**src/rtl/slave_spi_reg_ctrl_if.sv**
```systemverilog
// Byte-level link between an SPI slave shifter, the register-access controller
// and the register file it drives.
interface slave_spi_reg_ctrl_if;
   logic       SyncCS_i;
   logic [7:0] RxData_i;
   logic       RxDone_i;
   logic [7:0] TxData_o;
   logic [6:0] RegAddr_o;
   logic [7:0] RegWrData_o;
   logic       RegWrite_o;
   logic       RegRead_o;
   logic [7:0] RegRdData_i;
   logic       Busy_o;
   logic [7:0] ByteCount_o;

   modport slave (
      input  SyncCS_i, RxData_i, RxDone_i, RegRdData_i,
      output TxData_o, RegAddr_o, RegWrData_o, RegWrite_o, RegRead_o, Busy_o, ByteCount_o
   );

   modport master (
      output SyncCS_i, RxData_i, RxDone_i, RegRdData_i,
      input  TxData_o, RegAddr_o, RegWrData_o, RegWrite_o, RegRead_o, Busy_o, ByteCount_o
   );
endinterface

```
**src/rtl/slave_spi_reg_ctrl.sv**
```systemverilog
// Turns SPI frames (command byte, then data bytes) into register write/read
// strobes and feeds read data back to the shifter for the following byte.
module slave_spi_reg_ctrl #(
   parameter logic [7:0]  STATUS_BYTE = 8'hA5,
   parameter int unsigned AUTO_INC    = 32'd1
) (
   input  logic                  Clock,
   input  logic                  Reset,
   slave_spi_reg_ctrl_if.slave   bus
);

   typedef enum logic [2:0] {
      ST_IDLE       = 3'd0,
      ST_CMD        = 3'd1,
      ST_WRITE      = 3'd2,
      ST_READ_REQ   = 3'd3,
      ST_READ_LATCH = 3'd4,
      ST_READ_WAIT  = 3'd5
   } state_t;

   function automatic logic [6:0] addr_step(input logic [6:0] addr);
      if (AUTO_INC != 32'd0) begin
         addr_step = addr + 7'd1;
      end else begin
         addr_step = addr;
      end
   endfunction

   state_t     state_r;
   state_t     state_s;
   logic       cs_r;
   logic       cs_fall_s;
   logic       cs_rise_s;
   logic       cmd_load_s;
   logic       wr_req_s;
   logic       rd_req_s;
   logic       latch_s;
   logic       count_s;

   logic [7:0] tx_data_r;
   logic [6:0] reg_addr_r;
   logic [7:0] wr_data_r;
   logic       reg_write_r;
   logic       reg_read_r;
   logic       busy_r;
   logic [7:0] byte_count_r;

   // CS edge detection against the single internal CS register
   always_comb begin
      cs_fall_s = cs_r & ~bus.SyncCS_i;
      cs_rise_s = ~cs_r & bus.SyncCS_i;
      count_s   = bus.RxDone_i & ~bus.SyncCS_i & (state_r != ST_IDLE);
   end

   // State register
   always_ff @(posedge Clock or negedge Reset) begin
      if (!Reset) begin
         state_r <= ST_IDLE;
      end else begin
         state_r <= state_s;
      end
   end

   // Next state and one-cycle action requests; CS edges override every state
   always_comb begin
      state_s    = state_r;
      cmd_load_s = 1'b0;
      wr_req_s   = 1'b0;
      rd_req_s   = 1'b0;
      latch_s    = 1'b0;
      if (cs_fall_s) begin
         state_s = ST_CMD;
      end else if (cs_rise_s) begin
         // a byte completing together with CS release still lands as a write
         state_s  = ST_IDLE;
         wr_req_s = (state_r == ST_WRITE) && bus.RxDone_i;
      end else begin
         case (state_r)
            ST_IDLE: begin
               state_s = ST_IDLE;
            end
            ST_CMD: begin
               if (bus.RxDone_i) begin
                  cmd_load_s = 1'b1;
                  rd_req_s   = bus.RxData_i[7];
                  state_s    = bus.RxData_i[7] ? ST_READ_REQ : ST_WRITE;
               end else begin
                  state_s = ST_CMD;
               end
            end
            ST_WRITE: begin
               wr_req_s = bus.RxDone_i;
               state_s  = ST_WRITE;
            end
            ST_READ_REQ: begin
               state_s = ST_READ_LATCH;
            end
            ST_READ_LATCH: begin
               latch_s = 1'b1;
               state_s = ST_READ_WAIT;
            end
            ST_READ_WAIT: begin
               if (bus.RxDone_i) begin
                  rd_req_s = 1'b1;
                  state_s  = ST_READ_REQ;
               end else begin
                  state_s = ST_READ_WAIT;
               end
            end
            default: begin
               state_s = ST_IDLE;
            end
         endcase
      end
   end

   // Registered strobes, busy flag and CS history
   always_ff @(posedge Clock or negedge Reset) begin
      if (!Reset) begin
         cs_r        <= 1'b1;
         reg_write_r <= 1'b0;
         reg_read_r  <= 1'b0;
         busy_r      <= 1'b0;
         wr_data_r   <= 8'h00;
      end else begin
         cs_r        <= bus.SyncCS_i;
         reg_write_r <= wr_req_s;
         reg_read_r  <= rd_req_s;
         busy_r      <= (state_s != ST_IDLE);
         if (wr_req_s) begin
            wr_data_r <= bus.RxData_i;
         end
      end
   end

   // Address: loaded by the command byte, stepped after each write or read latch
   always_ff @(posedge Clock or negedge Reset) begin
      if (!Reset) begin
         reg_addr_r <= 7'd0;
      end else if (cmd_load_s) begin
         reg_addr_r <= bus.RxData_i[6:0];
      end else if (latch_s || reg_write_r) begin
         reg_addr_r <= addr_step(reg_addr_r);
      end
   end

   // Shift-out byte and saturating per-frame byte counter
   always_ff @(posedge Clock or negedge Reset) begin
      if (!Reset) begin
         tx_data_r    <= STATUS_BYTE;
         byte_count_r <= 8'd0;
      end else begin
         if (cs_fall_s) begin
            tx_data_r <= STATUS_BYTE;
         end else if (latch_s) begin
            tx_data_r <= bus.RegRdData_i;
         end
         if (cs_fall_s) begin
            byte_count_r <= 8'd0;
         end else if (count_s && (byte_count_r != 8'hFF)) begin
            byte_count_r <= byte_count_r + 8'd1;
         end
      end
   end

   assign bus.TxData_o    = tx_data_r;
   assign bus.RegAddr_o   = reg_addr_r;
   assign bus.RegWrData_o = wr_data_r;
   assign bus.RegWrite_o  = reg_write_r;
   assign bus.RegRead_o   = reg_read_r;
   assign bus.Busy_o      = busy_r;
   assign bus.ByteCount_o = byte_count_r;

endmodule

```
**src/flat_wrapper.sv**
```systemverilog
// flat-port wrapper written by rule: the top's interface ports become plain ports
module slave_spi_reg_ctrl_flat 
#(
   parameter logic [7:0]  STATUS_BYTE = 8'hA5,
   parameter int unsigned AUTO_INC    = 32'd1
)
  (Clock, Reset, bus_SyncCS_i, bus_RxData_i, bus_RxDone_i, bus_RegRdData_i, bus_TxData_o, bus_RegAddr_o, bus_RegWrData_o, bus_RegWrite_o, bus_RegRead_o, bus_Busy_o, bus_ByteCount_o);
  slave_spi_reg_ctrl_if bus_i ();
  input  logic Clock;
  input  logic Reset;
  input wire logic [$bits(bus_i.SyncCS_i)-1:0] bus_SyncCS_i;
  input wire logic [$bits(bus_i.RxData_i)-1:0] bus_RxData_i;
  input wire logic [$bits(bus_i.RxDone_i)-1:0] bus_RxDone_i;
  input wire logic [$bits(bus_i.RegRdData_i)-1:0] bus_RegRdData_i;
  output wire logic [$bits(bus_i.TxData_o)-1:0] bus_TxData_o;
  output wire logic [$bits(bus_i.RegAddr_o)-1:0] bus_RegAddr_o;
  output wire logic [$bits(bus_i.RegWrData_o)-1:0] bus_RegWrData_o;
  output wire logic [$bits(bus_i.RegWrite_o)-1:0] bus_RegWrite_o;
  output wire logic [$bits(bus_i.RegRead_o)-1:0] bus_RegRead_o;
  output wire logic [$bits(bus_i.Busy_o)-1:0] bus_Busy_o;
  output wire logic [$bits(bus_i.ByteCount_o)-1:0] bus_ByteCount_o;
  assign bus_i.SyncCS_i = bus_SyncCS_i;
  assign bus_i.RxData_i = bus_RxData_i;
  assign bus_i.RxDone_i = bus_RxDone_i;
  assign bus_i.RegRdData_i = bus_RegRdData_i;
  assign bus_TxData_o = bus_i.TxData_o;
  assign bus_RegAddr_o = bus_i.RegAddr_o;
  assign bus_RegWrData_o = bus_i.RegWrData_o;
  assign bus_RegWrite_o = bus_i.RegWrite_o;
  assign bus_RegRead_o = bus_i.RegRead_o;
  assign bus_Busy_o = bus_i.Busy_o;
  assign bus_ByteCount_o = bus_i.ByteCount_o;
  slave_spi_reg_ctrl #(.STATUS_BYTE(STATUS_BYTE), .AUTO_INC(AUTO_INC)) u_core (.Clock(Clock), .Reset(Reset), .bus(bus_i));
endmodule
```
**config.mk**
```make
export PLATFORM = sky130hd
export DESIGN_NAME = slave_spi_reg_ctrl_flat
export DESIGN_NICKNAME = d
export VERILOG_FILES = /design/src/rtl/slave_spi_reg_ctrl_if.sv /design/src/rtl/slave_spi_reg_ctrl.sv /design/src/flat_wrapper.sv
export SDC_FILE = /design/constraint.sdc
export NUM_CORES = 1
export LEC_CHECK = 0
export ABC_AREA = 1
export BUFFER_PORTS_ARGS = -buffer_cell sky130_fd_sc_hd__buf_2
export CORE_UTILIZATION = 47
export CTS_CLUSTER_SIZE = 28
export DETAILED_ROUTE_END_ITERATION = 7
export GPL_ROUTABILITY_DRIVEN = 0
export PLACE_DENSITY = 0.76
export SETUP_SLACK_MARGIN = 0.15
export SLEW_MARGIN = 20
export SYNTH_ARGS = -nofsm -noshare
export SYNTH_HDL_FRONTEND = slang
export SYNTH_SLANG_ARGS = --single-unit
```
**constraint.sdc**
```tcl
create_clock -name Clock -period 1.36 [get_ports Clock]
set_clock_uncertainty 0.05 [all_clocks]
set_input_delay 0.272 -clock Clock [delete_from_list [all_inputs] [get_ports Clock]]
set_output_delay 0.272 -clock Clock [all_outputs]
set_load 0.01 [all_outputs]
```
==> results.md, run 1 <==
- Status: finished with violations
- Failing checks: negative setup slack
- CTS Root Cell: clkbuf_8
- Crit path DAT: 1.68 ns
- Final Critical Period: approximately 1.5 ns
- Max clock buf depth: 2
- Setup Viol. Count Final: 20
- Vias/cell: around 5.4
- Required @ worst endpoint: roughly 1.5 ns
- First-pass GRT wire length: between 7000 and 8000 um
- Crit share post-route: 1.10
- Crit-path max cell delay: roughly 0.58 ns
- Vias in the first global route: 1746
- Mapped Area: between 1500 and 2000 um2
- Worst setup SP type: flip-flop
- Actual slew at the worst max-slew pin: 0.293 ns
- Final Hold Fails: 0
- DIE HEIGHT: 66.9 um
- Routed WL: between 5000 and 6000 um
- Syn_area_per_cell: 8.51 um2
- Most used cell, CP: nand2_1
- Largest net degree at the start of global routing: 39
- Fin util: 0.744
- Unrepaired setup endpoints after global routing: yes
- Clk Latency, worst-skew pair: slightly below 0.3 ns
- Clock-pin slew on the worst setup and hold paths: 0.07 ns
- Min-delay worst type: input port to flip-flop
- Number of core rows: 23
- Die area: roughly 4500 um2
- Kind of end point of the critical path: flip-flop
- Placed Area: 2430 um2
- Fillcell total: 259
- DR iter-0 viols: 134
- Setup slack after layout: -0.138 ns
- DR pass1 iterations: 4
- Setup TNS: -1.53 ns
- Power, Total: ~3.7 mW
- Commonest cells after routing, fill and taps aside: nand2_1 (76), buf_2 (42), dfrtp_1 (29), nand3_1 (28), buf_6 (27)
- VDD IR max: between 0.7 and 0.8 mV
- Clock sink total: 38
- Syn. warnings: 0
- Initial core utilization: 0.492
- Nets: 353
- DP Wirelength: 3260 um
- Post-synthesis net count: roughly 260
- Register Area: 962 um2
- Lkg Pwr: ~1.5 nW
- Most common cell after layout, fill and taps aside: nand2_1
- CORE AREA: ~4000 um2
- CTS tree: built
- Synth top area cells: dfrtp_1 (42%), nand2_1 (16%), nand3_1 (8.3%)
- Slew Limit Headroom: 0.805
- Gr ovfl total: 0
- P per Cell Area: between 1000 and 1500 nW/um2
- Crit Path Class: flip-flop to flip-flop
- Initial antenna violation count: 0
- Layout area overhead: 51.2%
- Via count: 2075
- Worst path slowest cell: dfstp_2
- Drt wl/cell: 15.3 um
- Multi-input logic area: between 1000 and 1500 um2
- Ant. Diodes: 0
- Hold WS: between 0.1 and 0.15 ns
- Synth cell types: 35
- Worst Path Max Fanout: 6
- Die Wd: 66.9 um
- Port Buffers: 53
- TritonCTS Buffers: 5
- Crit-path cells: buf_4 > xnor2_4 > nand3_2 > nand2_2 > nand2_1 > nand2_1
- I/O Pins: 54
- Ratio of cells with drive above 1 in the final layout: 0.482
- #FFs+latches synth: 38
- Tot GR Track Use: 0.232
- DRC Markers: 0
- Sequential area share after synthesis: 0.483
- Largest area contributor in the netlist: dfrtp_1
- Final Cell Area: around 3000 um2
- Slew Viols, Final: 0
- Top-area cell type share of the netlist area: 0.417
- Post-DRT Antenna Nets: 0
- Max-Cap Viols: 0
- CTS H-Tree Depth: 2
- Maximum clock rate: 0.668 GHz
- Cells after synthesis: around 230
[worst max-delay path: cells and delay by family, from the launching register on]
family | cells | cell delay (ns)
xor+xnor | 1 | 0.17
simple gates | 4 | 0.49
flops | 1 | 0.58
buf+inv | 1 | 0.15
[state kept, by name, summed over array words and instances, names as in the netlist]
name / cells
u_core.bus.ByteCount_o: 8
u_core.bus.RegWrData_o: 8
u_core.bus.TxData_o: 8
u_core.bus.RegAddr_o: 7
u_core.state_r: 3
u_core.bus.Busy_o: 1
u_core.bus.RegRead_o: 1
u_core.bus.RegWrite_o: 1
u_core.cs_r: 1
[path summary, 6_finish.rpt]
path,slack (ns),to,start,depth (start not counted)
worst max-delay path,-0.14,u_core.bus.RegAddr_o[0]$_DFFE_PN0P_,u_core.cs_r$_DFF_PN1_,6
worst min-delay path,0.14,u_core.bus.TxData_o[4]$_DFFE_PN0P_,bus_RegRdData_i[4],3
worst max register to register,-0.14,u_core.bus.RegAddr_o[0]$_DFFE_PN0P_,u_core.cs_r$_DFF_PN1_,6
worst min register to register,0.42,u_core.bus.TxData_o[4]$_DFFE_PN0P_,u_core.bus.TxData_o[4]$_DFFE_PN0P_,2
max in group asynchronous,0.58,u_core.cs_r$_DFF_PN1_,Reset,3
min in group asynchronous,0.42,u_core.bus.RegAddr_o[5]$_DFFE_PN0P_,Reset,3
[repair_timing]
action                                  CTS  global route
pin swaps                                 9            19
hold endpoints to repair                 33             0
endpoints found under the setup margin   39            50
resized for setup                        31            36
hold buffers                              1             0
setup buffers                             7            17
gates cloned                              0             1
[metal layers]
| metal | global-route usage | part of all wire | wire length (um) |
|---|---|---|---|
| met1 | 0.301 | 0.39 | 2270 |
| met2 | 0.388 | 0.51 | 2960 |
| met3 | 0.0394 | 0.058 | 338 |
| met4 | 0.0798 | 0.043 | 253 |
| met5 | 0 | 0 | 0 |
[cell type report]
| class | count | area share |
|---|---|---|
| Clock buffer | 8 | 0.0267 |
| Sequential cell | 38 | 0.321 |
| Tap cell | 50 | 0.0209 |
| Inverter | 21 | 0.0317 |
| Multi-Input combinational cell | 172 | 0.359 |
| Timing Repair Buffer | 93 | 0.241 |
[cells in the mapped netlist (all sizes together)]
cell / instances
buf: 3
nand3b: 1
xnor2: 4
nor3: 1
o22a: 4
dfrtp: 33
o21bai: 1
inv: 19
o211ai: 1
nor2: 11
nand2: 92
dfstp: 5
nand3: 37
ha: 2
o21ai: 7
o21a: 1
clkinv: 2
o31ai: 1
a21oi: 2
nand4: 3
xor2: 3
[logic make-up after synthesis]
logic type	share of synthesized area
AND/OR/NAND/NOR	0.356
flip-flops	0.483
adder cells (fa/ha/maj)	0.0126
AO/OA/AOI/OAI	0.0612
XOR/XNOR	0.0347
buffers and inverters	0.0524
[metrics by stage]
stage	setup slack, ns	instances
final	-0.138	382
after global placement	-0.0250	348
after detailed placement	-0.0817	348
after CTS	-0.0683	364
after floorplan	0.0337	233
after global routing	-0.199	382
[report_power, final]
group	total [mW]	switching, mW	internal [mW]
clock	0.731	0.367	0.364
sequential	1.57	0.189	1.38
combinational	1.36	0.730	0.633
total	3.66	1.29	2.37
Power figures use the tool's default switching activity.
==> inputs of run 2 (changes only) <==
--- a/config.mk
+++ b/config.mk
@@ -12,4 +12,5 @@
 export DETAILED_ROUTE_END_ITERATION = 7
 export GPL_ROUTABILITY_DRIVEN = 0
+export GPL_TIMING_DRIVEN = 0
 export PLACE_DENSITY = 0.76
 export SETUP_SLACK_MARGIN = 0.15
==> constraint.sdc (replaced) <==
create_clock -name Clock -period 1.36 [get_ports Clock]
set_clock_uncertainty 0.05 [all_clocks]
set_input_delay 0.068 -clock Clock [delete_from_list [all_inputs] [get_ports Clock]]
set_output_delay 0.068 -clock Clock [all_outputs]
set_load 0.01 [all_outputs]
==> results.md, run 2 (same netlist as run 1, synthesis figures left out) <==
- Worst Path Max Fanout: 6
- Final Critical Period: approximately 1.6 ns
- Crit share post-route: 1.15
- DR iter-0 viols: 155
- Die area: around 4500 um2
- Crit-path cells: inv_2 > nand3_2 > inv_2 > nand2_4 > nand2_4 > nor2_2 > nand2_1 > nand2_1
- Status: finished with violations
- Port Buffers: 53
- DP Wirelength: about 3000 um
- Kind of end point of the critical path: flip-flop
- Placement Setup Slack: -0.0991 ns
- TritonCTS Buffers: 5
- Slew Limit Headroom: 0.451
- Gr ovfl total: 0
- CP Capture Point: u_core.bus.RegAddr_o[2]$_DFFE_PN0P_
- Clock-pin slew on the worst setup and hold paths: roughly 0.070 ns
- Crit path from: u_core.state_r[1]$_DFF_PN0_
- WP depth: 8
- Most common cell after layout, fill and taps aside: nand2_1
- I/O Pins: 54
- Routed WL: around 5600 um
- Tot GR Track Use: 0.221
- P per Cell Area: roughly 1200 nW/um2
- Post-DRT Antenna Nets: 0
- CTS tree: built
- Unrepaired setup endpoints after global routing: yes
- Vias/cell: 5.17
- Setup TNS: -2.09 ns
- Crit path DAT: between 1.5 and 2 ns
- Initial core utilization: 0.492
- CTS Root Cell: clkbuf_8
- Fillcell total: approximately 260
- Clk Latency, worst-skew pair: a little under 0.3 ns
- First-pass GRT wire length: around 7300 um
- Max clock buf depth: 2
- Actual slew at the worst max-slew pin: 0.824 ns
- Worst setup SP type: flip-flop
- Initial antenna violation count: 0
- Crit-path max cell delay: around 0.46 ns
- Length in cells of the worst reg-to-reg path: 8
- Worst path slowest cell: dfrtp_1
- Min-delay worst type: input port to flip-flop
- Fin util: 0.760
- DR pass1 iterations: 4
- Crit Reg-Reg Startpoint: u_core.state_r[1]$_DFF_PN0_
- Largest net degree at the start of global routing: 39
- DIE HEIGHT: roughly 67 um
- CTS H-Tree Depth: 2
- Drt wl/cell: about 15 um
- Maximum clock rate: approximately 0.64 GHz
- Required @ worst endpoint: approximately 1.5 ns
- CORE AREA: approximately 4000 um2
- Kind of cell adding the most delay to the critical path: simple AND/OR/NAND/NOR gates
- Failing checks: negative setup slack
- Clock sink total: 38
- Lkg Pwr: ~1.5 nW
- Via count: 1982
- Setup Viol. Count Final: 24
- Nets: about 350
- Buffer and inverter count on the worst path: 2
- RR Endpoint: u_core.bus.RegAddr_o[2]$_DFFE_PN0P_
- Slew Viols, Final: 0
- Number of core rows: 23
- Ratio of cells with drive above 1 in the final layout: 0.468
- Crit Path Class: flip-flop to flip-flop
- Hold WS: about 0.17 ns
- Ant. Diodes: 0
- FF-to-FF setup slack: -0.21 ns
- Layout area overhead: 54.5%
- Final Hold Fails: 0
- Setup slack after layout: -0.206 ns
- Die Wd: 66.9 um
- Vias in the first global route: between 1.5k and 2k
- Max-Cap Viols: 0
- VDD IR max: ~0.64 mV
- DRC Markers: 0
- Startpoint of the worst hold path: bus_RxDone_i
- Commonest cells after routing, fill and taps aside: nand2_1 (75), buf_2 (53), dfrtp_1 (29), nand3_1 (19), dlygate4sd3_1 (18)
## run 2: changes by cell type in the layout (fill, tap and decap cells not counted), moves of 7 or more
cell / before / now
buf_4: 21 / 8
dlygate4sd3_1: 1 / 18
nand3_1: 28 / 19
buf_6: 27 / 14
buf_2: 42 / 53
nand3_2: 5 / 12
## run 2: cell type report
| class | instances | area, um2 | share of cell area |
|---|---|---|---|
| Sequential cell | 38 | 962 | 0.314 |
| Clock inverter | 1 | 5.00 | 0.00163 |
| Buffer | 3 | 33.8 | 0.0110 |
| Inverter | 21 | 92.6 | 0.0302 |
| Multi-Input combinational cell | 171 | 1150 | 0.376 |
| Tap cell | 50 | 62.6 | 0.0204 |
| Timing Repair Buffer | 92 | 669 | 0.219 |
| Clock buffer | 7 | 86.3 | 0.0282 |
## run 2: worst min-delay path by stage
stage	to	slack [ns]	cells after the start
after floorplan	u_core.bus.Busy_o$_DFF_PN0_	-0.28	0
after global placement	u_core.bus.RegAddr_o[6]$_DFFE_PN0P_	0.16	1
after detailed placement	u_core.bus.TxData_o[3]$_DFFE_PN0P_	0.17	1
after CTS	u_core.bus.RegRead_o$_DFF_PN0_	0.17	4
after global routing	u_core.bus.RegRead_o$_DFF_PN0_	0.19	4
final	u_core.bus.RegRead_o$_DFF_PN0_	0.17	4
## run 2: metal layers
layer  share of wire  GRT usage  up-vias  routed length (um)
met5               0          0        -                   0
met4           0.024     0.0638        0                 132
met3           0.050     0.0548       15                 277
met2            0.49      0.370       72                2730
met1            0.43      0.279      939                2420
li1                -          -      956                   -
## run 2: per-stage QoR
| step | cell area [um2] | power (mW) | cells |
|---|---|---|---|
| 3_3_place_gp | 2330 | 2.58 | 336 |
| 3_5_place_dp | 2330 | 2.61 | 336 |
| 4_1_cts | 2750 | 3.50 | 371 |
| 6_report | 3060 | 3.66 | 383 |
| 5_1_grt | 3060 | 3.88 | 383 |
| 2_1_floorplan | 2000 | 2.22 | 233 |
## run 2: worst min-delay path, cell delays in order
cell	delay (ns)
buf_2	0.13
nand3_4	0.12
nor2_4	0.06
o21a_1	0.10
## run 2: power breakdown
part           switching [mW]  internal (mW)
combinational           0.711          0.551
sequential              0.222           1.38
clock                   0.394          0.409
## run 2: what timing repair did
item,4_1_cts,5_1_grt
resized for setup,19,52
hold endpoints to repair,55,0
hold buffers,18,0
pin swaps,11,20
setup endpoints to repair,36,36
setup buffers,9,10
gates cloned,0,2
